[config.mk]
export PLATFORM = sky130hd
export DESIGN_NAME = kj_sync_tx
export DESIGN_NICKNAME = d
export VERILOG_FILES = /design/src/rtl/kj_sync_tx.sv
export SDC_FILE = /design/constraint.sdc
export NUM_CORES = 1
export LEC_CHECK = 0
export CORE_UTILIZATION = 57
export CTS_CLUSTER_DIAMETER = 30
export DETAILED_ROUTE_END_ITERATION = 12
export PLACE_DENSITY = 0.86
export SLEW_MARGIN = 20
export SYNTH_ARGS = -nofsm -noshare
export SYNTH_HDL_FRONTEND = slang
export SYNTH_SLANG_ARGS = --single-unit
[constraint.sdc]
create_clock -name CLK -period 2.5 [get_ports CLK]
set_input_delay 0.25 -clock CLK [delete_from_list [all_inputs] [get_ports CLK]]
set_output_delay 0.25 -clock CLK [all_outputs]
set_load 0.03 [all_outputs]
[src/rtl/kj_sync_tx.sv]
// rtl/kj_sync_tx.sv - K/J line-state transmitter: SYNC, NRZI data with bit stuffing, EOP
module kj_sync_tx #(
   parameter int CLK_PER_SYM = 1,
   parameter int STUFF_EN    = 1
) (
   input  logic       CLK,
   input  logic       RST,
   input  logic [7:0] tx_data,
   input  logic       tx_valid,
   output logic       tx_ready,
   output logic       k,
   output logic       j,
   output logic       tx_en,
   output logic       busy,
   output logic       done
);

   typedef enum logic [2:0] {IDLE, SYNC, DATA, STUFF, EOP} state_t;

   state_t     state, state_n;
   logic [4:0] sym_cnt, sym_cnt_n;
   logic [2:0] idx, idx_n;
   logic [7:0] shreg, shreg_n;
   logic [7:0] hold, hold_n;
   logic       hold_full, hold_full_n;
   logic [2:0] ones, ones_n;
   logic       k_n, j_n, tx_en_n, tx_ready_n, done_n;
   logic       sym_last, accept;
   logic       do_load, do_emit, emit_bit;

   assign sym_last = (sym_cnt == 5'(CLK_PER_SYM - 1));
   assign accept   = tx_valid && tx_ready;
   assign busy     = (state != IDLE);

   // Next-state, next-symbol and buffer/shift-register bookkeeping; line outputs are
   // computed one cycle ahead so they come straight out of flops.
   always_comb begin
      state_n     = state;
      sym_cnt_n   = sym_cnt;
      idx_n       = idx;
      shreg_n     = shreg;
      hold_n      = hold;
      hold_full_n = hold_full;
      ones_n      = ones;
      k_n         = k;
      j_n         = j;
      tx_en_n     = tx_en;
      done_n      = 1'b0;
      do_load     = 1'b0;
      do_emit     = 1'b0;
      emit_bit    = 1'b0;

      if (accept) begin
         hold_n      = tx_data;
         hold_full_n = 1'b1;
      end

      if (state != IDLE) begin
         sym_cnt_n = sym_last ? 5'd0 : sym_cnt + 5'd1;
      end

      case (state)
         IDLE: begin
            k_n     = 1'b0;
            j_n     = 1'b1;
            tx_en_n = 1'b0;
            // A byte that slipped in on the last data cycle of a packet starts a new one here.
            if (accept || hold_full) begin
               state_n   = SYNC;
               sym_cnt_n = 5'd0;
               idx_n     = 3'd0;
               ones_n    = 3'd0;
               k_n       = 1'b1;
               j_n       = 1'b0;
               tx_en_n   = 1'b1;
            end
         end
         SYNC: begin
            if (sym_last) begin
               if (idx == 3'd7) begin
                  do_load = 1'b1;
               end else begin
                  // Symbol idx+1 is K when even, and the final symbol is K as well.
                  idx_n = idx + 3'd1;
                  k_n   = idx[0] || (idx == 3'd6);
                  j_n   = !k_n;
               end
            end
         end
         DATA, STUFF: begin
            if (sym_last) begin
               if (state == DATA && STUFF_EN != 0 && ones == 3'd6) begin
                  state_n = STUFF;
                  k_n     = !k;
                  j_n     = k;
                  ones_n  = 3'd0;
               end else if (idx != 3'd7) begin
                  state_n  = DATA;
                  idx_n    = idx + 3'd1;
                  shreg_n  = {1'b0, shreg[7:1]};
                  do_emit  = 1'b1;
                  emit_bit = shreg[1];
               end else if (hold_full) begin
                  do_load = 1'b1;
               end else begin
                  state_n = EOP;
                  idx_n   = 3'd0;
                  k_n     = 1'b0;
                  j_n     = 1'b0;
               end
            end
         end
         EOP: begin
            if (sym_last) begin
               if (idx == 3'd2) begin
                  state_n = IDLE;
                  idx_n   = 3'd0;
                  k_n     = 1'b0;
                  j_n     = 1'b1;
                  tx_en_n = 1'b0;
                  done_n  = 1'b1;
               end else begin
                  idx_n = idx + 3'd1;
                  k_n   = 1'b0;
                  j_n   = (idx == 3'd1);
               end
            end
         end
         default: state_n = IDLE;
      endcase

      // Buffer-to-shift-register move; the first bit of the new byte goes out immediately.
      if (do_load) begin
         state_n     = DATA;
         idx_n       = 3'd0;
         shreg_n     = hold;
         hold_full_n = 1'b0;
         do_emit     = 1'b1;
         emit_bit    = hold[0];
      end

      // NRZI: a 0 toggles the current line level, a 1 holds it.
      if (do_emit) begin
         k_n    = emit_bit ? k : !k;
         j_n    = !k_n;
         ones_n = emit_bit ? ones + 3'd1 : 3'd0;
      end

      tx_ready_n = !hold_full_n && (state_n != EOP);
   end

   // State and output registers with synchronous active-low reset.
   always_ff @(posedge CLK) begin
      if (!RST) begin
         state     <= IDLE;
         sym_cnt   <= 5'd0;
         idx       <= 3'd0;
         shreg     <= 8'd0;
         hold      <= 8'd0;
         hold_full <= 1'b0;
         ones      <= 3'd0;
         k         <= 1'b0;
         j         <= 1'b1;
         tx_en     <= 1'b0;
         tx_ready  <= 1'b1;
         done      <= 1'b0;
      end else begin
         state     <= state_n;
         sym_cnt   <= sym_cnt_n;
         idx       <= idx_n;
         shreg     <= shreg_n;
         hold      <= hold_n;
         hold_full <= hold_full_n;
         ones      <= ones_n;
         k         <= k_n;
         j         <= j_n;
         tx_en     <= tx_en_n;
         tx_ready  <= tx_ready_n;
         done      <= done_n;
      end
   end

endmodule

Yosys cells after proc, flatten, opt, wreduce, memory -nomap -nowiden
Index checks and enable logic that the tools add are counted.
{"block": "classes", "addsub": 3, "eq_ne": 28, "mux": 76, "n_bitwise": 1, "reduce_logical": 27}
{"op": "$mux 3", "count": 21}
{"op": "$mux 8", "count": 5}
{"op": "$mux 1", "count": 39}
{"op": "$ne 3x3->1 const B", "count": 9}
{"op": "$pmux 3 s4", "count": 2}
{"op": "$mux 5", "count": 4}
{"op": "$ne 2x2->1 const B", "count": 8}
{"op": "$eq 3x3->1 const B", "count": 4}
{"op": "$eq 3x2->1 const B", "count": 3}
{"op": "$ne 4x4->1 const B", "count": 2}
{"op": "$pmux 1 s4", "count": 2}
{"op": "$reduce_and 4->1", "count": 2}
{"op": "$reduce_and 8->1", "count": 1}
{"op": "$reduce_bool 2->1", "count": 4}
{"op": "$reduce_and 7->1", "count": 1}
{"op": "$add 3x1->3 const B", "count": 2}
{"op": "$eq 3x1->1 const B", "count": 2}
{"op": "$pmux 3 s2", "count": 1}
{"op": "$reduce_and 3->1", "count": 2}
{"op": "$reduce_bool 3->1", "count": 2}
{"op": "$add 5x1->5 const B", "count": 1}
{"op": "$logic_not 5->1", "count": 1}
{"op": "$reduce_bool 5->1", "count": 1}
{"op": "$logic_not 1->1", "count": 4}
{"op": "7 further kinds", "count": 12}
{"block": "totals", "register_bits": 36, "input_bits": 11, "out_inout_bits": 6, "wordCells": 147}

Longest topological paths before layout
Gate-level depths: netlist of the first run.
{"block": "logic_depth", "depth_word": 9, "depth_mapped": 9, "depth_no_buf": 7}

Least setup slack after synthesis of the first run
Ideal clock, no wire load.
{"block": "synth_timing", "path_kind": "register to register", "start": "register sym_cnt[0]", "end": "register k", "setup_ps": 122, "arrival_time_ps": 2017, "required_ps": 2378, "setup_slack_ps": 361, "path_stages_with_launch": 9, "n_path_buf": 1, "cell_sequence": "dfxtp_1 inv_1 ha_1 or4b_4 buf_6 nor4b_4 a21oi_2 a21bo_1 a311o_1"}
{"block": "synth_between", "elab_chain_cells": 6, "word_cells_on_any_way": 20, "classes_between": "eq/ne (6); mux (11); reduce/logical (3)"}
{"item": "start: declaration", "line": "21", "rtl": "logic [4:0] sym_cnt, sym_cnt_n;"}
{"item": "start signal: assignment", "line": "169", "rtl": "sym_cnt <= sym_cnt_n;"}
{"item": "$logic_not 5->1 *", "line": "31", "rtl": "assign sym_last = (sym_cnt == 5'(CLK_PER_SYM - 1));"}
{"item": "$mux 1, on equally long branches", "line": "91, 79"}
{"item": "$pmux 1 s2 or $mux 1 (tied branches)", "line": "62", "rtl": "case (state)"}
{"item": "$mux 1", "line": "133", "rtl": "if (do_load) begin"}
{"item": "$ne 4x4->1 (no line), or another cell as far along"}
{"item": "$reduce_and 7->1 (no line) or $mux 1 (tied branches)"}
{"item": "end signal: assignment", "line": "175", "rtl": "k <= k_n;"}
{"item": "end: declaration", "line": "11", "rtl": "output logic k,"}
Every way passes the cells marked *; elsewhere a longest branch is shown, timed or not.
A chain may end at the register's enable or synchronous reset.

Final worst setup path of the first run
Same ends and word-level chain as after synthesis.

==> flow_summary.ini, run 1 <==
[setup_path]
path_cells = inv_1 -> ha_1 -> or4b_4 -> nor4b_4 -> a21oi_2 -> a21bo_1 -> a311o_1
critPathTopFamily = simple AND/OR/NAND/NOR gates
worst_setup_path_start_kind = flop
critPathKind = reg -> reg
r2r-end = k
required_ps = 2740
cp_max_fo = 17
worst-r2r-cell-count = 7
crit_arrival_ps = 2580
crit_path_end_kind = flop
crit_path_max_incr_delay_ps = 630
reg2reg_slack_ps = 160
r2r-start = sym_cnt[0]
path_buf_inv = 1
cp_slowest_cell = or4b_4

[status]
outcome = finished clean

[clock_network]
cts_hold_buf = 0
htreeDepth = 2
cts_tree = done
clk_path_buf_depth = 2
cts_resized = 0
root_buffer = clkbuf_4
postCtsSetupBuffers = 0
clk_latency_ps = 350
cts_buffers = 5
cts_sinks = 35
clkTransAtPathRegs_ps = 110

[yosys]
ys_warn_count = 0
yosys.area.top_type_share_pct = 34.80
avgSynthCellArea_sq_um = 8.353
ys.flop_type = dfxtp_1
synth-seq-area-share_pct = 34.80
syn-cell-area_sq_um = 2013
synth_seq_cells = 35
yosysTopAreaCell = dfxtp_1
synthArstFlopShare_pct = 0
synth_cell_types = 55
synth_edf_count = 0
netlist_instances = 241
synth_area_leaders = dfxtp_1 35%, ha_1 5.6%, a21oi_1 5.5%, nand2_1 4.5%, nor2_1 3.5%
synth_fp_nets = 261

[timing]
min_period_ps = 2339
slew_headroom_pct = 63.95
finClkSkew_ps = 12.65
drv_slew = 0
tightest_slew_ps = 538.8
rsz0062_at_grt = false
timing.final.crit_share_pct = 93.58
fmax_ghz = 0.4275
finalHoldViolations = 0
finalSetupViolations = 0
tns_ps = 0
setup_ws_ps = 160.6

[detailed_routing]
postRouteAntennaNets = 0
vias = 1815
drt_iter0_drc = 103
vias_per_cell = 5.951
firstDrtPassIters = 4
post-route-drc-count = 0
wire_per_inst_um = 13.86
routed_wl_mm = 4.226

[finish]
drive_above_1_share_pct = 10.42
fill_cells = 302
final_cell_count_no_fill = 305
utilization_pct = 68.64
synthToLayoutAreaGrowth_pct = 14.67
diodes = 0
final_net_count = 278

[placement]
gp_congestion = 0.8065
dp_cells = 297
dp_hpwl_mm = 3.080
portBuffers = 16
dp_slack_ps = 180.7

[power]
p_per_area_nw_per_um2 = 519.2
p_leak_nw = 0.8640
vdd_drop_max_v = 0.0005697

[flow_run]
maxCapViolCount = 0

[hold_path]
min_path_type = in -> reg
hp-start = tx_data[7]
hold_path_depth = 3
min_to = hold[7]

[grt]
grt_pass1_wl_mm = 6.831
overflow = 0
track_usage_pct = 24.92
grt_pass1_vias = 1551
antenna_found_initial = 0
grt_max_degree = 29

[floorplan]
start_util_pct = 59.86
core.rowCount = 21
die-width_um = 61.43
core_area_sq_um = 3363
design.die.area_sq_um = 3774
die_h_um = 61.43
ios = 17
registers in the layout (all words and copies together) (netlist names):
register   flops
ones           3
shreg          7
state          3
tx_en          1
done           1
idx            3
j              1
k              1
hold           8
sym_cnt        5
tx_ready       1
hold_full      1
Yosys cell counts (3+ instances only):
| master | number |
|---|---|
| a21oi_1 | 22 |
| nor4b_1 | 3 |
| a311oi_1 | 3 |
| inv_1 | 8 |
| nor2_1 | 19 |
| nand2_1 | 24 |
| mux2i_1 | 3 |
| nor2b_1 | 4 |
| nor4_1 | 3 |
| nand2b_1 | 8 |
| a21o_1 | 6 |
| o21ai_0 | 9 |
| a31oi_1 | 3 |
| nor3b_1 | 3 |
| nor3_1 | 5 |
| ha_1 | 9 |
| dfxtp_1 | 35 |
| nand3_1 | 12 |
| clkbuf_1 | 10 |
| a22oi_1 | 8 |
worst max path at each step:
stage                from   end  slack, ps  depth (start not counted)
6_report       sym_cnt[0]     k        160                          7
3_5_place_dp   sym_cnt[0]     k        180                          7
2_1_floorplan  sym_cnt[0]     k        360                          8
5_1_grt          state[0]  busy         20                          3
4_1_cts          state[0]  busy        130                          3
3_3_place_gp   sym_cnt[0]     k        270                          7
per-stage QoR:
step	power, mW	area, sq um	hold slack (ps)
after floorplan	0.7186	2013	375.2
after global placement	0.7779	2222	443.0
after detailed placement	0.7812	2222	451.0
after CTS	1.210	2308	442.2
after global routing	1.249	2308	458.0
final	1.199	2308	451.6
tightest hold or removal path: stages:
cell             delay [ps]
clkdlybuf4s50_1         390
nand3_1                  60
a21oi_1                  50
layout by cell type (no fill, tap or decap), drive strengths merged, types with 2 or more instances in the layout:
master / synthesis / routed
dfxtp: 35 / 35
a21oi: 23 / 23
nor2b: 4 / 4
a31oi: 3 / 3
nand3: 12 / 12
mux2i: 3 / 3
nor3b: 3 / 3
nand2b: 8 / 8
a311oi: 3 / 3
buf: 4 / 8
o21ai: 12 / 12
a32oi: 2 / 2
nand3b: 2 / 2
a22oi: 8 / 8
a31o: 2 / 2
nand2: 24 / 24
clkbuf: 10 / 6
nor4b: 4 / 4
nor2: 20 / 20
a211oi: 2 / 2
ha: 9 / 9
clkdlybuf4s50: 0 / 16
a21o: 6 / 6
inv: 9 / 9
nor3: 6 / 6
a41oi: 2 / 2
nor4: 7 / 7
area by class of cell:
| class | count | area [sq um] | area share, % |
|---|---|---|---|
| Clock buffer | 6 | 51.30 | 2.222 |
| Clock inverter | 2 | 35.03 | 1.518 |
| Inverter | 9 | 33.78 | 1.463 |
| Multi-Input combinational cell | 183 | 1210 | 52.41 |
| Sequential cell | 35 | 700.7 | 30.35 |
| Tap cell | 46 | 57.56 | 2.493 |
| Timing Repair Buffer | 24 | 220.2 | 9.539 |
layer usage:
layer	GRT usage, %	part of all wire (%)	vias to the layer above
li1	-	-	927
met1	31.95	46	828
met2	40.53	47	55
met3	6.303	5.4	5
met4	9.524	1.7	0
met5	0	0	-
logic make-up after synthesis:
| group | synth area share, % |
|---|---|
| simple gates | 27.78 |
| compound gates | 24.68 |
| flops | 34.80 |
| buf+inv | 5.096 |
| fa+ha+maj | 5.594 |
| mux | 2.051 |
report_power, final:
part / total, mW / switching [mW] / internal, mW
clock: 0.429 / 0.193 / 0.236
combinational: 0.167 / 0.0924 / 0.0750
sequential: 0.602 / 0.0237 / 0.578
total: 1.20 / 0.309 / 0.889
Power figures use the tool's default switching activity.
==> run 2: changes to the inputs <==
Settings changed: CORE_UTILIZATION 57 to 52, CTS_CLUSTER_DIAMETER 30 to 120, PLACE_DENSITY 0.86 to 0.83.
Clock period 2.5 ns to 2.1 ns, I/O delays scaled along.
==> flow_summary.ini, run 2 (synthesis results as in run 1) <==
[status]
outcome = finished clean

[power]
combPwrFrac_pct = 16.3
clkPwrFrac_pct = 35.0
vdd_drop_max_v = 0.0005054
internal-power_mw = 1.032
power.switching_mw = 0.4219
p_sw_share_pct = 29.03
p_leak_nw = 0.9611
p_per_area_nw_per_um2 = 572.3
seqPwrFrac_pct = 48.7

[detailed_routing]
wl_met3_um = 214
vias = 1946
vias_per_cell = 5.969
drt_iter0_drc = 107
highest-signal-layer = met4
firstDrtPassIters = 7
post-route-drc-count = 0
routed_wl_mm = 4.905
wire_per_inst_um = 15.05
postRouteAntennaNets = 0
route.met2.wl_mm = 2.386
m1WireLength_mm = 2.191

[finish]
diodes = 0
fill_cells = 330
final_cell_count_no_fill = 326
final_net_count = 297
largest_register_ffs = 8
largest_register = hold
final_common_cell = dfxtp_1
final_cell_mix = 33 x dfxtp_1, 24 x nand2_1, 24 x buf_4
drive_above_1_share_pct = 20.14
synthToLayoutAreaGrowth_pct = 26.17
reg_top3 = hold (8), shreg (7), sym_cnt (5)

[hold_path]
hp-start = shreg[4]
min_path_type = reg -> reg

[flow_run]
maxCapViolCount = 0

[timing]
setup_ws_ps = 39.68
rsz0062_at_grt = true
min_period_ps = 2060
tightest_slew_ps = 439.3
finalSetupViolations = 0
slew_headroom_pct = 70.65
fmax_ghz = 0.4854
timing.final.crit_share_pct = 98.11
drv_slew = 0
finalHoldViolations = 0
tns_ps = 0
finClkSkew_ps = 4.139

[setup_path]
path_buf_inv = 1
required_ps = 2290
cp_slowest_cell = or4b_4
crit_path_end_kind = flop
critical_path.startpoint = sym_cnt[0]
worst-r2r-cell-count = 7
crit_end = k
r2r-start = sym_cnt[0]
path_cells = inv_2 -> ha_4 -> or4b_4 -> nor4_2 -> or3_1 -> a211oi_2 -> a311o_1
cp_max_fo = 5
worst_setup_path_start_kind = flop
crit_path_max_incr_delay_ps = 530
critPathKind = reg -> reg
reg2reg_slack_ps = 40
critPathTopFamily = simple AND/OR/NAND/NOR gates
worst-path-stages = 7
crit_arrival_ps = 2250
r2r-end = k

[clock_network]
clkTransAtPathRegs_ps = 80
cts_buffers = 5
clk_latency_ps = 300
root_buffer = clkbuf_8
htreeDepth = 2
clk_path_buf_depth = 2
cts_tree = done
cts_sinks = 35
cts_hold_buf = 0

[placement]
portBuffers = 16
gp_congestion = 0.9260
dp_cells = 316
dp_hpwl_mm = 3.297
dp_slack_ps = -43.23

[floorplan]
start_util_pct = 54.58
design.die.area_sq_um = 4124
die-width_um = 64.22
ios = 17
core_area_sq_um = 3689
die_h_um = 64.22
core.rowCount = 22

[grt]
track_usage_pct = 26.24
grt_pass1_wl_mm = 8.390
grt_max_degree = 20
grt_pass1_vias = 1813
antenna_found_initial = 0
overflow = 0
-- run 2: per-layer routing --
metal | global-route usage [%] | up-vias
met4 | 11.94 | 0
met5 | 0 | -
li1 | - | 964
met3 | 6.071 | 14
met2 | 42.29 | 60
met1 | 33.11 | 908
-- run 2: worst reg2reg max path, cell delays in order (launching register included) --
cell and delay (ps):
dfxtp_2 330, inv_2 70, ha_4 140, or4b_4 530, nor4_2 370, or3_1 180
a211oi_2 80, a311o_1 270
-- run 2: how the worst min path moves through the flow --
stage                     to  slack (ps)  cells after the start
finish              shreg[4]         460                      2
global route         hold[2]         480                      3
CTS                 shreg[3]         460                      2
detailed placement  shreg[3]         450                      2
global placement    shreg[4]         440                      2
floorplan                  j         340                      1
-- run 2: layout make-up --
| class | instances | area [sq um] | area share [%] |
|---|---|---|---|
| Multi-Input combinational cell | 184 | 1279 | 50.34 |
| Sequential cell | 35 | 703.2 | 27.68 |
| Tap cell | 48 | 60.06 | 2.365 |
| Timing Repair Buffer | 42 | 371.6 | 14.63 |
| Clock buffer | 5 | 68.82 | 2.709 |
| Clock inverter | 3 | 23.77 | 0.9360 |
| Inverter | 9 | 33.78 | 1.330 |
-- run 2: power by group through the flow --
stage / Combinational [mW] / Sequential (mW) / Clock [mW]
floorplan: 0.123 / 0.733 / 0
global placement: 0.227 / 0.722 / 0
detailed placement: 0.230 / 0.723 / 0
CTS: 0.233 / 0.708 / 0.512
global route: 0.261 / 0.711 / 0.538
finish: 0.236 / 0.708 / 0.509
-- run 2: through the flow --
stage | area [sq um] | power (mW) | hold slack, ps | utilization [%]
2_1_floorplan | 2017 | 0.8555 | 335.2 | -
6_report | 2540 | 1.454 | 460.0 | 68.86
3_5_place_dp | 2365 | 0.9535 | 449.5 | 64.11
3_3_place_gp | 2365 | 0.9488 | 443.4 | 64.11
4_1_cts | 2494 | 1.453 | 460.0 | 67.61
5_1_grt | 2540 | 1.510 | 477.9 | 68.86
-- run 2: timing repair --
item                                    4_1_cts  5_1_grt
cloned                                        1        0
gates resized for setup                       5       11
pin swaps                                     0        4
setup buffers                                 1        0
endpoints found under the setup margin        2       14
==> run 3: changes to the inputs <==
Settings changed: CTS_BUF_LIST set to sky130_fd_sc_hd__clkbuf_16, CTS_CLUSTER_SIZE set to 14.
==> flow_summary.ini, run 3 (synthesis results as in run 1) <==
[status]
outcome = finished clean

[finish]
final_cell_mix = 33 x dfxtp_1, 25 x buf_4, 24 x nand2_1
largest_register_ffs = 8
fill_cells = 310
drive_above_1_share_pct = 21.51
largest_register = hold
final_net_count = 298
utilization_pct = 71.54
reg_top3 = hold (8), shreg (7), sym_cnt (5)
synthToLayoutAreaGrowth_pct = 31.08
diodes = 0
final_cell_count_no_fill = 327
design_area_sq_um = 2639
final_common_cell = dfxtp_1

[power]
vdd_drop_max_v = 0.0004821
p_leak_nw = 0.9973
p_per_area_nw_per_um2 = 638.4

[timing]
drv_slew = 0
timing.final.crit_share_pct = 98.21
tightest_slew_ps = 510.0
slew_headroom_pct = 66.00
finalHoldViolations = 0
fmax_ghz = 0.4849
finalSetupViolations = 0
tns_ps = 0
finClkSkew_ps = 3.981
rsz0062_at_grt = true
holdWs_ps = 458.8
min_period_ps = 2062

[setup_path]
crit_arrival_ps = 2230
path_buf_inv = 1
cp_slowest_cell = or4b_4
worst-r2r-cell-count = 7
r2r-start = sym_cnt[0]
critPathTopFamily = simple AND/OR/NAND/NOR gates
r2r-end = k
critPathKind = reg -> reg
path_cells = inv_2 -> ha_4 -> or4b_4 -> nor4b_4 -> a21o_1 -> nor4b_2 -> a311o_1
crit_path_end_kind = flop
cp_max_fo = 6
required_ps = 2270
reg2reg_slack_ps = 40
worst_setup_path_start_kind = flop
crit_path_max_incr_delay_ps = 560

[clock_network]
clkTransAtPathRegs_ps = 60
clk_latency_ps = 280
htreeDepth = 2
root_buffer = clkbuf_16
cts_buffers = 5
cts_tree = done
clk_path_buf_depth = 2
cts_sinks = 35
cts_hold_buf = 0

[detailed_routing]
postRouteAntennaNets = 0
post-route-drc-count = 0
vias_per_cell = 5.988
routed_wl_mm = 5.135
wire_per_inst_um = 15.70
firstDrtPassIters = 4
vias = 1958
drt_iter0_drc = 187

[hold_path]
hold_path_depth = 2
min_to = shreg[4]
min_path_type = reg -> reg
hp-start = shreg[4]

[floorplan]
ios = 17
start_util_pct = 54.58
design.die.area_sq_um = 4124
core.rowCount = 22
die_h_um = 64.22
die-width_um = 64.22
core_area_sq_um = 3689

[grt]
grt_pass1_vias = 1813
grt_max_degree = 20
grt_pass1_wl_mm = 8.321
antenna_found_initial = 0
overflow = 0
track_usage_pct = 25.94

[placement]
dp_hpwl_mm = 3.297
portBuffers = 16
post_dp_cell_area_sq_um = 2365
gp_congestion = 0.9260
dp_cells = 316

[flow_run]
maxCapViolCount = 0
==> run 3: changes by cell type in the layout (fill, tap and decap cells not counted), moves of 2 or more <==
cell	before	now
clkbuf_16	0	5
clkbuf_8	5	0
nor4_2	2	0
nor4_4	2	4
nor4b_1	3	1
nor4b_2	0	2
==> run 3: what timing repair did <==
action                     CTS  global route
setup endpoints to repair    2            14
resized for setup            8            13
pin swaps                    3             7
gates cloned                 1             0
setup buffers                1             1
==> run 3: area by class of cell <==
cell class	instances	area, sq um	area share [%]
Clock buffer	5	125.1	4.742
Clock inverter	3	23.77	0.9009
Inverter	9	33.78	1.280
Multi-Input combinational cell	184	1314	49.79
Sequential cell	35	703.2	26.65
Tap cell	48	60.06	2.276
Timing Repair Buffer	43	379.1	14.37
==> run 3: worst reg2reg max path, cell delays in order, from the launching register on <==
cell     delay, ps
dfxtp_2        320
inv_2           70
ha_4           130
or4b_4         560
nor4b_4        290
a21o_1         180
nor4b_2         70
a311o_1        330
==> run 3: per-layer routing <==
metal  up-vias  GRT usage [%]  share of wire (%)  wire length, um
li1        968              -                  -                -
met1       904          33.33                 44             2255
met2        71          41.76                 49             2497
met3        15          5.179                5.3              270
met4         0          11.67                2.2              111
met5         -              0                  0                0
==> run 3: through the flow <==
stage / worst slack [ps] / total power, mW
floorplan: -22.39 / 0.8555
global placement: 21.07 / 0.9488
detailed placement: -43.23 / 0.9535
CTS: 15.34 / 1.679
global route: -47.88 / 1.746
finish: 37.62 / 1.685
==> run 3: report_power, final <==
group / total, mW / switching (mW) / internal, mW
Combinational: 0.242 / 0.134 / 0.108
Clock: 0.732 / 0.290 / 0.443
Sequential: 0.710 / 0.0208 / 0.689
Total: 1.68 / 0.445 / 1.24
==> run 3: worst max-delay path by stage <==
stage	start	to	slack [ps]	cells after the start
after floorplan	sym_cnt[0]	k	-20	8
after global placement	sym_cnt[0]	ones[2]	20	8
after detailed placement	sym_cnt[0]	ones[2]	-40	8
after CTS	sym_cnt[0]	k	20	7
after global routing	sym_cnt[0]	k	-50	7
final	sym_cnt[0]	k	40	7
